==> src/rtl/fetch_ctrl.sv <==
// Instruction-fetch sequencer: owns the fetch PC, issues one read at a time over
// req/gnt/rvalid, holds the returned word for decode and handles redirects.
module fetch_ctrl #(
  parameter logic [63:0] PC_INIT = 64'h0000_0000_8000_0000
) (
  input  logic        clock,
  input  logic        reset,
  input  logic        branch_i,
  input  logic [63:0] new_pc_i,
  output logic        imem_req_o,
  output logic [63:0] imem_addr_o,
  input  logic        imem_gnt_i,
  input  logic        imem_rvalid_i,
  input  logic [31:0] imem_rdata_i,
  output logic        valid_o,
  input  logic        ready_i,
  output logic [63:0] pc_o,
  output logic [31:0] inst_o,
  output logic        misalign_o
);

  typedef enum logic [1:0] {IDLE, REQ, WAIT, HOLD} state_e;

  localparam logic [63:0] PC_RST = {PC_INIT[63:2], 2'b00};

  state_e      state_q, state_d;
  logic [63:0] pc_q, pc_d;
  logic        drop_q, drop_d;
  logic [63:0] hold_pc_q, hold_pc_d;
  logic [31:0] hold_inst_q, hold_inst_d;
  logic [63:0] out_pc_q, out_pc_d;
  logic        valid_q, valid_d;
  logic        misalign_q, misalign_d;
  logic [63:0] redirect_pc;

  always_comb begin
    state_d     = state_q;
    pc_d        = pc_q;
    drop_d      = drop_q;
    hold_pc_d   = hold_pc_q;
    hold_inst_d = hold_inst_q;
    out_pc_d    = out_pc_q;
    valid_d     = valid_q;
    redirect_pc = {new_pc_i[63:2], 2'b00};
    misalign_d  = branch_i && (new_pc_i[1:0] != 2'b00);

    case (state_q)
      IDLE: begin
        state_d = REQ;
      end
      REQ: begin
        // A request granted in the redirect cycle is already in flight, so its
        // response must be thrown away.
        if (imem_gnt_i) begin
          state_d   = WAIT;
          hold_pc_d = pc_q;
          drop_d    = branch_i;
        end
      end
      WAIT: begin
        if (imem_rvalid_i) begin
          if (drop_q || branch_i) begin
            drop_d  = 1'b0;
            state_d = REQ;
          end else begin
            hold_inst_d = imem_rdata_i;
            out_pc_d    = hold_pc_q;
            pc_d        = hold_pc_q + 64'd4;
            valid_d     = 1'b1;
            state_d     = HOLD;
          end
        end else if (branch_i) begin
          drop_d = 1'b1;
        end
      end
      HOLD: begin
        if (branch_i || ready_i) begin
          valid_d = 1'b0;
          state_d = REQ;
        end
      end
      default: begin
        state_d = IDLE;
      end
    endcase

    if (branch_i) begin
      pc_d = redirect_pc;
    end
  end

  always_ff @(posedge clock) begin
    if (reset) begin
      state_q     <= IDLE;
      pc_q        <= PC_RST;
      drop_q      <= 1'b0;
      hold_pc_q   <= '0;
      hold_inst_q <= '0;
      out_pc_q    <= '0;
      valid_q     <= 1'b0;
      misalign_q  <= 1'b0;
    end else begin
      state_q     <= state_d;
      pc_q        <= pc_d;
      drop_q      <= drop_d;
      hold_pc_q   <= hold_pc_d;
      hold_inst_q <= hold_inst_d;
      out_pc_q    <= out_pc_d;
      valid_q     <= valid_d;
      misalign_q  <= misalign_d;
    end
  end

  assign imem_req_o  = (state_q == REQ);
  assign imem_addr_o = pc_q;
  assign valid_o     = valid_q;
  assign pc_o        = out_pc_q;
  assign inst_o      = hold_inst_q;
  assign misalign_o  = misalign_q;

endmodule
==> config.mk <==
export PLATFORM = sky130hd
export DESIGN_NAME = fetch_ctrl
export DESIGN_NICKNAME = d
export VERILOG_FILES = /design/src/rtl/fetch_ctrl.sv
export SDC_FILE = /design/constraint.sdc
export NUM_CORES = 1
export LEC_CHECK = 0
export ABC_AREA = 1
export BUFFER_PORTS_ARGS = -buffer_cell sky130_fd_sc_hd__buf_2
export CORE_MARGIN = 1
export CORE_UTILIZATION = 25
export CTS_CLUSTER_SIZE = 24
export DETAILED_ROUTE_END_ITERATION = 8
export GPL_ROUTABILITY_DRIVEN = 0
export PLACE_DENSITY_LB_ADDON = 0.15
export SYNTH_ARGS = -nofsm -noshare
export SYNTH_HDL_FRONTEND = slang
export SYNTH_SLANG_ARGS = --single-unit
==> constraint.sdc <==
create_clock -name clock -period 2 [get_ports clock]
set_input_delay 0.4 -clock clock [delete_from_list [all_inputs] [get_ports clock]]
set_output_delay 0.4 -clock clock [all_outputs]
set_load 0.03 [all_outputs]
==> run_results.csv <==
group,metric,value,unit
run_status,status,"complete, no violations",
pwr,pwr-share-seq,39.0,%
floorplanning,std_cell_rows,75,
clock_tree,root_buffer,"clkbuf_16",
finish,nNetsFinal,1927,
yosys,synthesis.nets,1647,
worst_setup_path,crit_type,"flip-flop to output pin",
clock_tree,cts_resized,0,
floorplanning,dieArea,44300,sq um
worst_setup_path,crit_path_max_fanout,4,
sta,tightest_slew,0.460,ns
detailed_routing,wl_per_cell,18.1,um
global_routing,grt_pass1_wl,65000,um
pwr,internal-power,9.67,mW
sta,clock_skew,0.0108,ns
clock_tree,clkLatencyLatePin,0.57,ns
worst_setup_path,worstSetupStartpointType,"flip-flop",
pwr,power.density,973,nW/um^2
pwr,swShare,30.8,%
job,max_cap_violations,0,
sta,hold_viol,0,
sta,maxSlewViolCount,0,
yosys,seq_area_frac_synth,42.2,%
global_routing,grt_overflow,0,
clock_tree,path_clk_slew,0.06,ns
global_routing,grt_use_total,19.3,%
sta,period_share,95.4,%
finish,syn_to_final_growth,32.4,%
yosys,synthCells,1540,
pwr,pwr-share-clk,43.2,%
worst_setup_path,r2r-start,"hold_pc_q[4]$_SDFFE_PP0P_",
worst_setup_path,rr_endpoint,"imem_addr_o[41]$_SDFFE_PP0P_",
worst_setup_path,cp-startpoint,"state_q[0]$_SDFFE_PP0P_",
worst_setup_path,r2r_cells,9,
sta,max_freq,524,MHz
place,placed_cell_area,13200,sq um
clock_tree,hold_buffers,0,
finish,fillCellCount,4605,
floorplanning,die-height,210,um
sta,finalSetupViolCount,0,
sta,relSlewSlack,69.1,%
yosys,synthArstFlopShare,0,%
worst_setup_path,required,1.60,ns
detailed_routing,first_pass_iters,5,
finish,final_area,14400,sq um
pwr,combPwrFrac,17.8,%
detailed_routing,drc,0,
clock_tree,cts_sinks,229,
worst_setup_path,r2r_slack,0.15,ns
detailed_routing,via_per_inst,4.62,
clock_tree,cts_max_level,1,
worst_setup_path,end_kind,"output pin",
worst_setup_path,crit_path_end,"imem_req_o",
place,port_buffers,264,
clock_tree,cts_buffers,29,
floorplanning,core,42400,sq um
clock_tree,cts_tree,"built",
yosys,synth.avg_cell_area,7.05,sq um
sta,min_period,1.91,ns
detailed_routing,vias,11192,
detailed_routing,ant_nets,0,
yosys,netlist_area,10900,sq um
yosys,synth_enable_flop_cells,0,
pwr,ir_drop,0.648,mV
finish,final_layout_size_suffix_gt1_share,25.0,%
hold_path,hold_path.class,"input port to flip-flop",
floorplanning,start_util,25.6,%
floorplanning,ioPinCount,265,
worst_setup_path,crit_arrival,1.51,ns
floorplanning,die_w,210,um
clock_tree,cts_setup_buffers,0,
yosys,ys.flop_type,"dfxtp_1",
pwr,netSwitchingPower,4.31,mW
global_routing,grt_max_degree,83,
sta,tns,0,ns
yosys,synth_cell_types,45,
detailed_routing,drt-total-wl,43800,um
global_routing,grt_pass1_vias,10697,
pwr,p_leak,6.43,nW
clock_tree,clockBufferDepth,3,
global_routing,antenna_found_initial,2,
yosys,yosys_register_bits,229,
yosys,yosys_warnings,0,
detailed_routing,detail_route.iter0.violations,559,
place,dpl.hpwl,32100,um
## cell usage in the layout, fill, tap and decap left out, types with 5 or more instances in the layout
cell       synthesis  final
nor3_1             8      8
nand3_1           76     76
nor2_4             9     11
buf_4              2     57
buf_2             29    263
nor2_8             5      5
o211a_1           12     12
bufinv_16          0      7
a21oi_1          159    159
o22ai_1            6      6
o21ai_0          138    137
clkbuf_8           1      8
buf_12             0     14
nor2_2            15     17
nor2_1           205    201
a31oi_1            7      7
a211oi_1           8      8
nand2_1          303    302
o21ai_1            6      7
o211ai_1          18     18
nand2_4            4      5
inv_1            156    153
nand2_2           14     14
clkbuf_16          0     29
nand4_1           22     22
dfxtp_1          229    227
o21bai_1          17     17
## synth_stat cells (8+ instances only)
cell type / n / area [sq um]
nand2_1: 303 / 1140
dfxtp_1: 229 / 4580
nor2_1: 205 / 769
a21oi_1: 159 / 796
inv_1: 156 / 586
o21ai_0: 138 / 691
nand3_1: 76 / 380
clkbuf_1: 50 / 188
buf_2: 29 / 145
nand4_1: 22 / 138
o211ai_1: 18 / 135
o21bai_1: 17 / 128
nor2_2: 15 / 93.8
nand2_2: 14 / 87.6
o211a_1: 12 / 120
nor2_4: 9 / 101
a211oi_1: 8 / 60.1
nor3_1: 8 / 40.0
## registers in the layout (all words and copies together), names as in the netlist
name and cells:
imem_addr_o 64, inst_o 32, state_q 2, valid_o 1, misalign_o 1, hold_pc_q 64
pc_o 64, drop_q 1
## through the flow
step / hold slack [ns] / setup slack [ns] / total power [mW] / utilization, % / instances
detailed placement: 0.453 / 0.121 / 8.05 / 31.2 / 2366
CTS: 0.0500 / 0.0602 / 14.2 / 33.8 / 2419
global route: 0.0733 / -0.00911 / 14.6 / 33.9 / 2420
global placement: 0.449 / 0.120 / 8.04 / 31.2 / 2366
finish: 0.0723 / 0.0920 / 14.0 / 33.9 / 2420
floorplan: 0.445 / 0.299 / 6.94 / - / 1540
## per-layer routing
layer | up-vias | GRT usage (%) | wire (um)
met4 | 0 | 6.14 | 1130
met3 | 57 | 3.59 | 2480
met5 | - | 0 | 0
li1 | 5626 | - | -
met2 | 289 | 29.9 | 19000
met1 | 5220 | 26.8 | 21200
## critical path: stages (launching register included)
cell	delay, ns
dfxtp_1	0.32
buf_4	0.12
ha_1	0.26
buf_2	0.24
## power groups by stage
stage / Combinational (mW) / Sequential (mW) / Clock [mW]
2_1_floorplan: 1.15 / 5.80 / 0
3_5_place_dp: 2.51 / 5.54 / 0
4_1_cts: 2.52 / 5.44 / 6.19
5_1_grt: 2.75 / 5.52 / 6.37
6_report: 2.49 / 5.45 / 6.04
3_3_place_gp: 2.50 / 5.53 / 0
## worst min-delay path by stage
stage,slack (ns),cells after the start,to,from
6_report,0.07,3,inst_o[15]$_SDFFE_PP0P_,imem_rdata_i[15]
5_1_grt,0.07,3,inst_o[24]$_SDFFE_PP0P_,imem_rdata_i[24]
4_1_cts,0.05,3,inst_o[15]$_SDFFE_PP0P_,imem_rdata_i[15]
3_5_place_dp,0.45,2,inst_o[9]$_SDFFE_PP0P_,inst_o[9]$_SDFFE_PP0P_
3_3_place_gp,0.45,2,inst_o[9]$_SDFFE_PP0P_,inst_o[9]$_SDFFE_PP0P_
2_1_floorplan,0.44,2,hold_pc_q[63]$_SDFFE_PP0P_,hold_pc_q[63]$_SDFFE_PP0P_
## logic make-up after synthesis
group,count (synthesis),synth area share [%]
compound gates,378,19.5
simple gates,682,28.6
flops,229,42.2
fa+ha+maj,5,0.576
buf+inv,246,9.12
## layout make-up
class,count,area [sq um],share of cell area [%]
clock inverters,14,258,1.79
inverters,161,608,4.23
multi-input cells,1065,5320,37.0
repair buffers,334,2020,14.1
well taps,577,722,5.03
clock buffers,39,843,5.87
diodes,1,2.50,0.0174
flip-flops and latches,229,4590,31.9
No activity file was read; power rests on OpenSTA's default activity.
